===== config.mk =====
export PLATFORM = sky130hd
export DESIGN_NAME = seg7_scan_driver_flat
export DESIGN_NICKNAME = d
export VERILOG_FILES = /design/src/rtl/seg7_scan_driver_if.sv /design/src/rtl/seg7_scan_driver.sv /design/src/flat_wrapper.sv
export SDC_FILE = /design/constraint.sdc
export NUM_CORES = 1
export LEC_CHECK = 0
export CAP_MARGIN = 20
export CORE_AREA = 2 2 144 76
export DETAILED_ROUTE_END_ITERATION = 7
export DIE_AREA = 0 0 146 78
export HOLD_SLACK_MARGIN = 0.12
export SYNTH_ARGS = -nofsm -noshare
export SYNTH_HDL_FRONTEND = slang
export SYNTH_SLANG_ARGS = --single-unit
export TNS_END_PERCENT = 50

===== constraint.sdc =====
create_clock -name clk -period 3.8 [get_ports clk]
set_input_delay 0.95 -clock clk [delete_from_list [all_inputs] [get_ports clk]]
set_output_delay 0.95 -clock clk [all_outputs]
set_load 0.02 [all_outputs]

===== src/rtl/seg7_scan_driver_if.sv =====
// Signal bundle between the counter/datapath logic and the seven-segment scan driver.
// The master side drives value/control; the slave side (the driver) drives the pins.
interface seg7_scan_driver_if #(
    parameter int DIGITS = 4
);
    logic                en;
    logic                load;
    logic [4*DIGITS-1:0] din;
    logic [DIGITS-1:0]   dp_in;
    logic                hex_en;
    logic                lzb;
    logic [DIGITS-1:0]   blink_mask;
    logic [0:6]          seg;
    logic                dp;
    logic [DIGITS-1:0]   an;
    logic                frame_start;

    modport master (
        output en, load, din, dp_in, hex_en, lzb, blink_mask,
        input  seg, dp, an, frame_start
    );

    modport slave (
        input  en, load, din, dp_in, hex_en, lzb, blink_mask,
        output seg, dp, an, frame_start
    );
endinterface


===== src/rtl/seg7_scan_driver.sv =====
// Time-multiplexed common-anode seven-segment driver; new values are committed only
// at frame boundaries so a frame never mixes old and new digits.
module seg7_scan_driver #(
    parameter int DIGITS       = 4,
    parameter int SCAN_DIV     = 1000,
    parameter int BLINK_FRAMES = 64
) (
    input  logic              clk,
    input  logic              rst,
    seg7_scan_driver_if.slave bus
);
    localparam int CW = $clog2(SCAN_DIV);
    localparam int IW = (DIGITS > 1) ? $clog2(DIGITS) : 1;
    localparam int FW = (BLINK_FRAMES > 1) ? $clog2(BLINK_FRAMES) : 1;

    logic [CW-1:0]       r_cnt;
    logic [IW-1:0]       r_idx;
    logic [FW-1:0]       r_fcnt;
    logic                r_phase;
    logic [4*DIGITS-1:0] r_sh_din;
    logic [DIGITS-1:0]   r_sh_dp;
    logic                r_pend;
    logic [4*DIGITS-1:0] r_disp_din;
    logic [DIGITS-1:0]   r_disp_dp;
    logic [0:6]          r_seg;
    logic                r_dp;
    logic [DIGITS-1:0]   r_an;
    logic                r_fs;

    logic                w_tc;
    logic                w_wrap;
    logic                w_commit;
    logic [3:0]          w_nib;
    logic                w_dp_req;
    logic                w_blink_sel;
    logic                w_run;
    logic                w_lz_blank;
    logic [0:6]          w_dec;
    logic [0:6]          w_seg;
    logic                w_dp;
    logic [DIGITS-1:0]   w_an;

    assign w_tc     = (r_cnt == CW'(SCAN_DIV - 1));
    assign w_wrap   = (r_idx == IW'(DIGITS - 1));
    assign w_commit = w_tc && w_wrap;

    always_ff @(posedge clk or posedge rst) begin
        if (rst) begin
            r_cnt <= '0;
            r_idx <= '0;
        end else if (w_tc) begin
            r_cnt <= '0;
            r_idx <= w_wrap ? '0 : r_idx + 1'b1;
        end else begin
            r_cnt <= r_cnt + 1'b1;
        end
    end

    // A load landing in the commit cycle goes to shadow only; the commit takes the old shadow.
    always_ff @(posedge clk or posedge rst) begin
        if (rst) begin
            r_sh_din   <= '0;
            r_sh_dp    <= '0;
            r_pend     <= 1'b0;
            r_disp_din <= '0;
            r_disp_dp  <= '0;
        end else begin
            if (w_commit && r_pend) begin
                r_disp_din <= r_sh_din;
                r_disp_dp  <= r_sh_dp;
            end
            if (bus.load) begin
                r_sh_din <= bus.din;
                r_sh_dp  <= bus.dp_in;
                r_pend   <= 1'b1;
            end else if (w_commit) begin
                r_pend <= 1'b0;
            end
        end
    end

    always_ff @(posedge clk or posedge rst) begin
        if (rst) begin
            r_fcnt  <= '0;
            r_phase <= 1'b0;
        end else if (w_commit) begin
            if (r_fcnt == FW'(BLINK_FRAMES - 1)) begin
                r_fcnt  <= '0;
                r_phase <= ~r_phase;
            end else begin
                r_fcnt <= r_fcnt + 1'b1;
            end
        end
    end

    always_comb begin
        w_nib       = 4'h0;
        w_dp_req    = 1'b0;
        w_blink_sel = 1'b0;
        w_an        = '1;
        for (int i = 0; i < DIGITS; i++) begin
            if (r_idx == IW'(i)) begin
                w_nib       = r_disp_din[4*i +: 4];
                w_dp_req    = r_disp_dp[i];
                w_blink_sel = bus.blink_mask[i];
                w_an[i]     = 1'b0;
            end
        end

        // Walk down from the top digit; the current digit blanks while the run of zeros holds.
        w_run      = 1'b1;
        w_lz_blank = 1'b0;
        for (int i = DIGITS - 1; i > 0; i--) begin
            w_run = w_run && (r_disp_din[4*i +: 4] == 4'h0);
            if ((r_idx == IW'(i)) && w_run) begin
                w_lz_blank = 1'b1;
            end
        end

        case (w_nib)
            4'h0:    w_dec = 7'b0000001;
            4'h1:    w_dec = 7'b1001111;
            4'h2:    w_dec = 7'b0010010;
            4'h3:    w_dec = 7'b0000110;
            4'h4:    w_dec = 7'b1001100;
            4'h5:    w_dec = 7'b0100100;
            4'h6:    w_dec = 7'b0100000;
            4'h7:    w_dec = 7'b0001111;
            4'h8:    w_dec = 7'b0000000;
            4'h9:    w_dec = 7'b0000100;
            4'hA:    w_dec = bus.hex_en ? 7'b0001000 : 7'b1111111;
            4'hB:    w_dec = bus.hex_en ? 7'b1100000 : 7'b1111111;
            4'hC:    w_dec = bus.hex_en ? 7'b0110001 : 7'b1111111;
            4'hD:    w_dec = bus.hex_en ? 7'b1000010 : 7'b1111111;
            4'hE:    w_dec = bus.hex_en ? 7'b0110000 : 7'b1111111;
            default: w_dec = bus.hex_en ? 7'b0111000 : 7'b1111111;
        endcase

        w_seg = w_dec;
        w_dp  = ~w_dp_req;
        if (!bus.en) begin
            w_seg = '1;
            w_dp  = 1'b1;
            w_an  = '1;
        end else if (r_phase && w_blink_sel) begin
            w_seg = '1;
            w_dp  = 1'b1;
        end else if (bus.lzb && w_lz_blank) begin
            w_seg = '1;
        end
    end

    always_ff @(posedge clk or posedge rst) begin
        if (rst) begin
            r_seg <= '1;
            r_dp  <= 1'b1;
            r_an  <= '1;
            r_fs  <= 1'b0;
        end else begin
            r_seg <= w_seg;
            r_dp  <= w_dp;
            r_an  <= w_an;
            r_fs  <= w_commit;
        end
    end

    assign bus.seg         = r_seg;
    assign bus.dp          = r_dp;
    assign bus.an          = r_an;
    assign bus.frame_start = r_fs;
endmodule


===== src/flat_wrapper.sv =====
// flat-port wrapper written by rule: the top's interface ports become plain ports
module seg7_scan_driver_flat 
#(
    parameter int DIGITS       = 4,
    parameter int SCAN_DIV     = 1000,
    parameter int BLINK_FRAMES = 64
)
  (clk, rst, bus_en, bus_load, bus_din, bus_dp_in, bus_hex_en, bus_lzb, bus_blink_mask, bus_seg, bus_dp, bus_an, bus_frame_start);
  seg7_scan_driver_if #(.DIGITS(DIGITS)) bus_i ();
  input  logic clk;
  input  logic rst;
  input wire logic [$bits(bus_i.en)-1:0] bus_en;
  input wire logic [$bits(bus_i.load)-1:0] bus_load;
  input wire logic [$bits(bus_i.din)-1:0] bus_din;
  input wire logic [$bits(bus_i.dp_in)-1:0] bus_dp_in;
  input wire logic [$bits(bus_i.hex_en)-1:0] bus_hex_en;
  input wire logic [$bits(bus_i.lzb)-1:0] bus_lzb;
  input wire logic [$bits(bus_i.blink_mask)-1:0] bus_blink_mask;
  output wire logic [$bits(bus_i.seg)-1:0] bus_seg;
  output wire logic [$bits(bus_i.dp)-1:0] bus_dp;
  output wire logic [$bits(bus_i.an)-1:0] bus_an;
  output wire logic [$bits(bus_i.frame_start)-1:0] bus_frame_start;
  assign bus_i.en = bus_en;
  assign bus_i.load = bus_load;
  assign bus_i.din = bus_din;
  assign bus_i.dp_in = bus_dp_in;
  assign bus_i.hex_en = bus_hex_en;
  assign bus_i.lzb = bus_lzb;
  assign bus_i.blink_mask = bus_blink_mask;
  assign bus_seg = bus_i.seg;
  assign bus_dp = bus_i.dp;
  assign bus_an = bus_i.an;
  assign bus_frame_start = bus_i.frame_start;
  seg7_scan_driver #(.DIGITS(DIGITS), .SCAN_DIV(SCAN_DIV), .BLINK_FRAMES(BLINK_FRAMES)) u_core (.clk(clk), .rst(rst), .bus(bus_i));
endmodule

==> results of run 1 <==
[layout by cell type, fill, tap and decap left out, drive strengths merged, types with 2 or more instances in the layout]
master	Yosys	layout
dfstp	12	12
nor3	6	6
nor4	3	3
a211o	2	2
o21a	4	4
nand4	2	2
nor2b	4	4
a211oi	9	9
nand2	19	19
ha	6	6
bufinv	0	2
nor3b	3	3
nand3	8	8
o2bb2ai	2	2
buf	9	3
and3	2	2
a21oi	10	10
o41ai	2	2
nand3b	4	4
o21ai	14	14
nor2	19	19
xnor2	6	6
clkbuf	2	9
a21o	3	3
clkinv	1	5
xor2	4	4
or2	2	2
and2	2	2
mux2	41	41
inv	7	7
or4	2	2
dfrtp	61	61
clkdlybuf4s50	0	42
o31ai	2	2
[worst max-delay path: cells and delay by family (launching register included)]
family / cells / cell delay, ps
adders and majority gates: 1 / 570
muxes: 1 / 450
and+or+nand+nor: 2 / 1110
buffers and inverters: 2 / 370
DFF: 1 / 370
[final timing paths]
check	startpoint	endpoint	cells after the start
worst min-delay path	u_core.r_fcnt[4]	u_core.r_fcnt[4]	1
worst min register to register	u_core.r_fcnt[4]	u_core.r_fcnt[4]	1
max in group asynchronous	rst	u_core.bus.seg[2]	3
worst max-delay path	u_core.r_idx[1]	u_core.r_disp_din[10]	6
worst max register to register	u_core.r_idx[1]	u_core.r_disp_din[10]	6
min in group asynchronous	rst	u_core.r_cnt[3]	2
[where the power goes]
part / total [mW] / leakage (nW) / switching (mW) / internal, mW
Sequential: 0.819 / 0.913 / 0.0134 / 0.806
Clock: 0.899 / 0.155 / 0.325 / 0.574
Combinational: 0.0963 / 0.806 / 0.0401 / 0.0562
Total: 1.81 / 1.87 / 0.379 / 1.44
[area by class of cell]
cell class              count  area (µm²)  area share
well taps                 140         175      0.0406
clock buffers               9         225      0.0522
inverters                   8        35.0     0.00812
clock inverters             7        95.1      0.0220
repair buffers             45         440       0.102
flip-flops and latches     73        1840       0.427
multi-input cells         190        1500       0.348
[state kept, by name, indices dropped and copies added, names as in the netlist, 2 cells and up]
register           flops
u_core.bus.an          4
u_core.bus.seg         7
u_core.r_cnt          10
u_core.r_disp_din     16
u_core.r_disp_dp       4
u_core.r_fcnt          6
u_core.r_idx           2
u_core.r_sh_din       16
u_core.r_sh_dp         4
[per-stage QoR]
stage | std cells | util | setup slack (ps) | power, mW | area [µm²]
after floorplan | 282 | - | 1020 | 0.876 | 3450
after detailed placement | 455 | 0.398 | 850 | 0.932 | 3990
after global routing | 472 | 0.431 | 571 | 1.89 | 4310
final | 472 | 0.431 | 803 | 1.81 | 4310
after global placement | 455 | 0.398 | 966 | 0.927 | 3990
after CTS | 471 | 0.430 | 798 | 1.84 | 4310
[cells by family (layout without fill, tap and decap cells)]
| family | Yosys count | after routing |
|---|---|---|
| and+or+nand+nor | 78 | 78 |
| muxes | 41 | 41 |
| AOI/OAI and AO/OA | 55 | 55 |
| DFF | 73 | 73 |
| adders and majority gates | 6 | 6 |
| xor gates and xnor gates | 10 | 10 |
| buffers and inverters | 19 | 69 |
[layer usage]
layer,vias to the layer above,GRT usage
met4,0,0.0612
met1,1161,0.160
met2,51,0.240
met3,16,0.0453
li1,1104,-
met5,-,0
==> metrics.txt, run 1 <==
final setup violation count=0; Least-Margin Pin Slew=1020 ps; CTS sink count=73; Hold Vio Cnt, Final=0; # rows=26; leakage power=1.87 nW; vias per cell=4.94; hold buffers post-CTS=0; Max FO, Critical Path=20; CP cell instances=ha_1, inv_1, or4_1, clkinv_4, nand2_2, mux2_4; vias in the first global route=2515; Post-Syn Instances=282; worst-skew pair later-pin latency=340 ps; Synth Area in XOR/XNOR=0.0254; layout cell share with drive strength beyond 1=0.244; Yosys top cell area share=0.443; top-count cell post-synth=dfrtp_1; n_diodes=0; Synth Area in Adders=0.0218; type of the tightest min-delay check=flop to flop; Met1 Wirelength=3.14 mm; max incr delay on CP=710 ps; number of port buffers=42; Synth Register Bits=73; htree depth=3; initial core utilization=0.344; Peak supply drop=163 µV; max_cap viols=0; CP Class=flop to flop; DR WL met2=3.67 mm; most common flop cell mapped by yosys=dfrtp_1; post-synthesis compound-gate area fraction=0.116; total wire length=7.29 mm; Detail Route Antenna Nets=0; die footprint=11400 µm²; drt pass-1 iters=4; crit path time final=3000 ps; relative slew slack=0.315; Setup TNS=0 ps; Final #Nets=363; DR vias=2332; ys async rst share=1.00; largest net degree at the start of global routing=42; Die H=78 µm; Post-Synth Simple-Gate Area=0.116; CTS tree=yes; PwrDens=421 nW/µm²; Worst-path clk slew=60 ps; # fillers=946; post_cts resized=0; Detailed Place HPWL=5.25 mm; Area Overhead vs Synth=25.1%; wire length on met3=311 µm; skew final=5.35 ps; status=completed; drt wl/cell=15.5 µm; total congestion overflow=0; I/O pins=43; largest family of logic cells by synthesized area=multiplexers; core area=10000 µm²; Worst Setup End Kind=flop; sequential area share after synthesis=0.534; initial antenna violation count=0; fraction of the cycle the final worst path needs=0.789; post-synthesis mux area share=0.156; mapped cell area=3450 µm²; Iteration-0 DRC Markers=192; Root Driver=clkbuf_16; first-pass GRT wire length=12.2 mm; DIE WIDTH=146 µm; clk buf depth=2; residual DRC count=0; top cells by count, synth=61 x dfrtp_1, 21 x mux2_2, 20 x mux2_4; Critical Path RT=4010 ps; R2R Setup Slk=800 ps; syn_area_per_cell=12.2 µm²; CP arrival=3210 ps; Max Used Layer=met4; total number of yosys warnings=0; Max Slew Vio Count=0; RSZ-0062 raised after global routing=no; count of cell types in the netlist=49; EDFF count, synth=0; gr usage total=0.139; largest cells by area after synthesis=dfrtp_1 44%, dfstp_2 9.1%, mux2_4 8.7%; startpoint types=flop; number of CTS-inserted buffers=9; area leader, netlist=dfrtp_1; CP max-delay cell=or4_1; hold_ws=480 ps; RePlAce Congestion=0.828; Setup Fix Bufs, Post-CTS=0; syn_nets=318; Fmax=0.334 GHz
Power figures use the tool's default switching activity.
==> inputs of run 2 (changes only) <==
==> constraint.sdc (replaced) <==
create_clock -name clk -period 2.4 [get_ports clk]
set_input_delay 0.6 -clock clk [delete_from_list [all_inputs] [get_ports clk]]
set_output_delay 0.6 -clock clk [all_outputs]
set_load 0.02 [all_outputs]
==> metrics.txt, run 2 (same netlist as run 1, synthesis figures left out) <==
CTS tree=yes (unchanged); worst-skew pair later-pin latency=330 ps (was 340 ps); Hold Vio Cnt, Final=0 (unchanged); drt pass-1 iters=4 (unchanged); status=completed (unchanged); DIE WIDTH=146 µm (unchanged); Area Overhead vs Synth=28.2% (was 25.1%); layout cell share with drive strength beyond 1=0.272 (was 0.244); Max Slew Vio Count=0 (unchanged); startpoint types=flop (unchanged); max_cap viols=0 (unchanged); Buf+Inv Stages, Crit Path=1 (was 2); total wire length=6.73 mm (was 7.29 mm); Final #Nets=374 (was 363); Fmax=0.449 GHz (was 0.334 GHz); number of CTS-inserted buffers=9 (unchanged); fraction of the cycle the final worst path needs=0.927 (was 0.789); Root Driver=clkbuf_16 (unchanged); type of the tightest min-delay check=flop to flop (unchanged); R2R Setup Slk=170 ps (was 800 ps); delay-heaviest family, CP=compound AO/OA/AOI/OAI gates (was simple AND/OR/NAND/NOR gates); Max FO, Critical Path=7 (was 20); cell count of the worst reg-to-reg path=7 (was 6); largest net degree at the start of global routing=24 (was 42); FF-to-FF Start=u_core.r_idx[0] (was u_core.r_idx[1]); vias per cell=4.76 (was 4.94); Worst-path clk slew=50 ps (was 60 ps); core area=10000 µm² (unchanged); RePlAce Congestion=0.887 (was 0.828); relative slew slack=0.670 (was 0.315); die footprint=11400 µm² (unchanged); # rows=26 (unchanged); first-pass GRT wire length=11.2 mm (was 12.2 mm); number of port buffers=42 (unchanged); leakage power=1.93 nW (was 1.87 nW); Die H=78 µm (unchanged); initial core utilization=0.344 (unchanged); commonest non-fill, non-tap cell in the layout=dfrtp_1 (unchanged); drt wl/cell=14.0 µm (was 15.5 µm); n_diodes=0 (unchanged); critical hold path startpoint=u_core.r_fcnt[4] (unchanged); CP max-delay cell=dfrtp_1 (was or4_1); Setup Fix Bufs, Post-CTS=0 (unchanged); CP cell instances=inv_1, ha_1, and3b_1, a2111oi_4, or2_2, a22o_1, o41ai_2 (was ha_1, inv_1, or4_1, clkinv_4, nand2_2, mux2_4); CP Class=flop to flop (unchanged); utilization after layout=0.441 (was 0.431); Largest regs=u_core.r_disp_din x16, u_core.r_sh_din x16, u_core.r_cnt x10 (unchanged); Detail Route Antenna Nets=0 (unchanged); DR vias=2294 (was 2332); Setup TNS=0 ps (unchanged); CTS sink count=73 (unchanged); crit path time final=2230 ps (was 3000 ps); Iteration-0 DRC Markers=127 (was 192); Critical Path RT=2630 ps (was 4010 ps); reg-to-reg endpoint=u_core.bus.seg[1] (was u_core.r_disp_din[10]); initial antenna violation count=0 (unchanged); hold depth=1 (unchanged); Peak supply drop=310 µV (was 163 µV); skew final=6.34 ps (was 5.35 ps); PwrDens=638 nW/µm² (was 421 nW/µm²); Worst Setup End Kind=flop (unchanged); total congestion overflow=0 (unchanged); I/O pins=43 (unchanged); RSZ-0062 raised after global routing=no (unchanged); CP arrival=2450 ps (was 3210 ps); residual DRC count=0 (unchanged); hold endpoint=u_core.r_fcnt[4] (unchanged); # fillers=945 (was 946); clk buf depth=2 (unchanged); gr usage total=0.125 (was 0.139); Detailed Place HPWL=5.06 mm (was 5.25 mm); final setup violation count=0 (unchanged); max incr delay on CP=400 ps (was 710 ps); vias in the first global route=2324 (was 2515); htree depth=3 (unchanged); commonest cells after routing, fill and taps aside=61 x dfrtp_1, 42 x clkdlybuf4s50_1, 21 x mux2_2, 20 x mux2_4, 19 x nor2_1 (unchanged); Least-Margin Pin Slew=493 ps (was 1020 ps)
==> run 2: worst max-delay path by stage <==
| stage | end | start | depth (start not counted) | slack (ps) |
|---|---|---|---|---|
| 6_report | u_core.bus.seg[1] | u_core.r_idx[0] | 7 | 170 |
| 5_1_grt | u_core.r_fcnt[5] | u_core.r_cnt[0] | 7 | 10 |
| 4_1_cts | u_core.bus.seg[1] | u_core.r_idx[0] | 8 | 100 |
| 3_5_place_dp | u_core.bus.seg[1] | u_core.r_idx[0] | 8 | 140 |
| 3_3_place_gp | u_core.bus.seg[1] | u_core.r_idx[0] | 7 | 210 |
| 2_1_floorplan | u_core.bus.seg[1] | u_core.r_idx[0] | 8 | 300 |
==> run 2: final cells by class <==
cell class,count,area [µm²],share of cell area
sequential,73,1840,0.417
clock buffer,9,225,0.0509
inverter,8,38.8,0.00877
timing repair buffer,56,551,0.125
tap,140,175,0.0396
multi-input combinational,190,1510,0.341
clock inverter,6,83.8,0.0190
==> run 2: what timing repair did <==
item / 4_1_cts / 5_1_grt
gates resized for setup: 0 / 2
hold buffers: 0 / 0
setup endpoints to repair: 0 / 5
==> run 2: report_power, final <==
group / internal, mW / total, mW / leakage (nW) / switching, mW
clock network: 0.898 / 1.36 / 0.155 / 0.466
logic: 0.0951 / 0.159 / 0.864 / 0.0636
registers: 1.28 / 1.30 / 0.913 / 0.0198
==> run 2: stage by stage <==
step	total power [mW]	hold slack [ps]	instances	setup slack (ps)	instance area (µm²)
4_1_cts	2.86	480	482	97.7	4420
3_5_place_dp	1.48	469	467	142	4110
6_report	2.82	480	482	174	4420
3_3_place_gp	1.47	462	467	209	4110
5_1_grt	2.94	498	482	14.7	4420
2_1_floorplan	1.39	444	282	304	3450
==> run 2: per-layer routing <==
metal | GRT usage | vias up | routed length, µm
met1 | 0.155 | 1118 | 3150
met5 | 0 | - | 0
met3 | 0.0424 | 7 | 250
li1 | - | 1126 | -
met4 | 0.0447 | 0 | 91
met2 | 0.206 | 43 | 3240
==> inputs of run 3 (changes only) <==
--- a/config.mk
+++ b/config.mk
@@ -6,9 +6,9 @@
 export NUM_CORES = 1
 export LEC_CHECK = 0
 export CAP_MARGIN = 20
-export CORE_AREA = 2 2 144 76
+export CORE_AREA = 2 2 155 81
 export DETAILED_ROUTE_END_ITERATION = 7
-export DIE_AREA = 0 0 146 78
+export DIE_AREA = 0 0 157 83
 export HOLD_SLACK_MARGIN = 0.12
 export SYNTH_ARGS = -nofsm -noshare
 export SYNTH_HDL_FRONTEND = slang
==> metrics.txt, run 3 (same netlist as run 1, synthesis figures left out) <==
status=completed (unchanged); startpoint types=flop (unchanged); gr usage total=0.125 (about the same); Detailed Place HPWL=5.39 mm (was 5.06 mm); skew final=7.20 ps (was 6.34 ps); Detail Route Antenna Nets=0 (unchanged); Final #Nets=373 (was 374); vias in the first global route=2230 (was 2324); type of the tightest min-delay check=flop to flop (unchanged); relative slew slack=0.654 (was 0.670); DIE WIDTH=157 µm (was 146 µm); number of port buffers=42 (unchanged); drt pass-1 iters=4 (unchanged); Peak supply drop=328 µV (was 310 µV); leakage power=1.93 nW (about the same); Setup Fix Bufs, Post-CTS=0 (unchanged); # rows=28 (was 26); clk buf depth=2 (unchanged); Iteration-0 DRC Markers=177 (was 127); Worst Setup End Kind=flop (unchanged); Least-Margin Pin Slew=518 ps (was 493 ps); die footprint=13000 µm² (was 11400 µm²); utilization after layout=0.386 (was 0.441); CTS tree=yes (unchanged); hold buffers post-CTS=0 (unchanged); drt wl/cell=14.8 µm (was 14.0 µm); worst-skew pair later-pin latency=340 ps (was 330 ps); Seq. cell area=1840 µm² (unchanged); commonest cells after routing, fill and taps aside=61 x dfrtp_1, 42 x clkdlybuf4s50_1, 21 x mux2_2, 20 x mux2_4, 19 x nor2_1 (unchanged); final setup violation count=0 (unchanged); Die H=83 µm (was 78 µm); total wire length=7.52 mm (was 6.73 mm); worst setup path startpoint=u_core.r_idx[0] (unchanged); Max Slew Vio Count=0 (unchanged); FF-to-FF Start=u_core.r_idx[0] (unchanged); commonest non-fill, non-tap cell in the layout=dfrtp_1 (unchanged); pre-CTS setup slack=-8.03 ps (was 142 ps); RSZ-0062 raised after global routing=no (unchanged); max_cap viols=0 (unchanged); fraction of the cycle the final worst path needs=0.955 (was 0.927); CP arrival=2530 ps (was 2450 ps); initial antenna violation count=0 (unchanged); Multi-input gate area=1520 µm² (was 1510 µm²); PwrDens=652 nW/µm² (was 638 nW/µm²); Worst-path clk slew=60 ps (was 50 ps); Largest regs=u_core.r_disp_din x16, u_core.r_sh_din x16, u_core.r_cnt x10 (unchanged); PnR worst setup slack=108 ps (was 174 ps); first-pass GRT wire length=12.4 mm (was 11.2 mm); largest net degree at the start of global routing=74 (was 24); Setup TNS=0 ps (unchanged); CP Class=flop to flop (unchanged); Hold Vio Cnt, Final=0 (unchanged); Area Overhead vs Synth=29.9% (was 28.2%); core area=11600 µm² (was 10000 µm²); htree depth=3 (unchanged); number of CTS-inserted buffers=9 (unchanged); total congestion overflow=0 (unchanged); I/O pins=43 (unchanged); Critical Path RT=2640 ps (was 2630 ps); Fmax=0.436 GHz (was 0.449 GHz); CTS sink count=73 (unchanged); crit path time final=2290 ps (was 2230 ps); layout cell share with drive strength beyond 1=0.278 (was 0.272); RePlAce Congestion=0.866 (was 0.887); Max FO, Critical Path=7 (unchanged); initial core utilization=0.297 (was 0.344); total power=2.92 mW (was 2.82 mW); critical hold path startpoint=u_core.r_cnt[0] (was u_core.r_fcnt[4]); # fillers=1103 (was 945); n_diodes=0 (unchanged); residual DRC count=0 (unchanged); vias per cell=4.52 (was 4.76); Root Driver=clkbuf_16 (unchanged); DR vias=2294 (unchanged)
==> run 3: cell type report <==
cell class                      count  share of cell area
Inverter                            8             0.00866
Clock buffer                       10              0.0534
Multi-Input combinational cell    190               0.339
Sequential cell                    73               0.411
Tap cell                          165              0.0461
Clock inverter                      6              0.0201
Timing Repair Buffer               55               0.121
==> run 3: worst paths after layout <==
path	end	slack (ps)	cells past startpoint
worst max-delay path	u_core.bus.seg[1]	110	7
worst max register to register	u_core.bus.seg[1]	110	7
worst min-delay path	u_core.r_cnt[0]	480	1
worst min register to register	u_core.r_cnt[0]	480	1
max in group asynchronous	u_core.bus.seg[1]	1330	3
min in group asynchronous	u_core.r_cnt[8]	720	3
==> run 3: timing repair <==
item / CTS / global route
setup endpoints to repair: 4 / 5
pin swaps: 0 / 1
resized for setup: 2 / 3
==> run 3: layer usage <==
layer / GRT usage / vias to the layer above / part of all wire
met5: 0 / - / 0
met3: 0.0433 / 5 / 0.058
met1: 0.206 / 1102 / 0.57
li1: - / 1127 / -
met4: 0.0350 / 0 / 0.0057
met2: 0.143 / 60 / 0.36
==> run 3: critical path, stage by stage, from the launching register on <==
cell       delay (ps)
dfrtp_1           400
inv_1             140
ha_1              360
and3b_1           270
a2111oi_4          80
or2_2             380
a22o_1            260
o41ai_2           320
==> run 3: power by group <==
group | internal (mW) | switching, mW | total [mW]
registers | 1.28 | 0.0213 | 1.30
logic | 0.0913 | 0.0657 | 0.157
clock network | 0.941 | 0.524 | 1.47
==> run 3: metrics by stage <==
step	hold WS, ps	area (µm²)	instances
floorplan	444	3450	282
global placement	464	4130	491
detailed placement	466	4130	491
CTS	479	4460	507
global route	499	4480	507
finish	475	4480	507
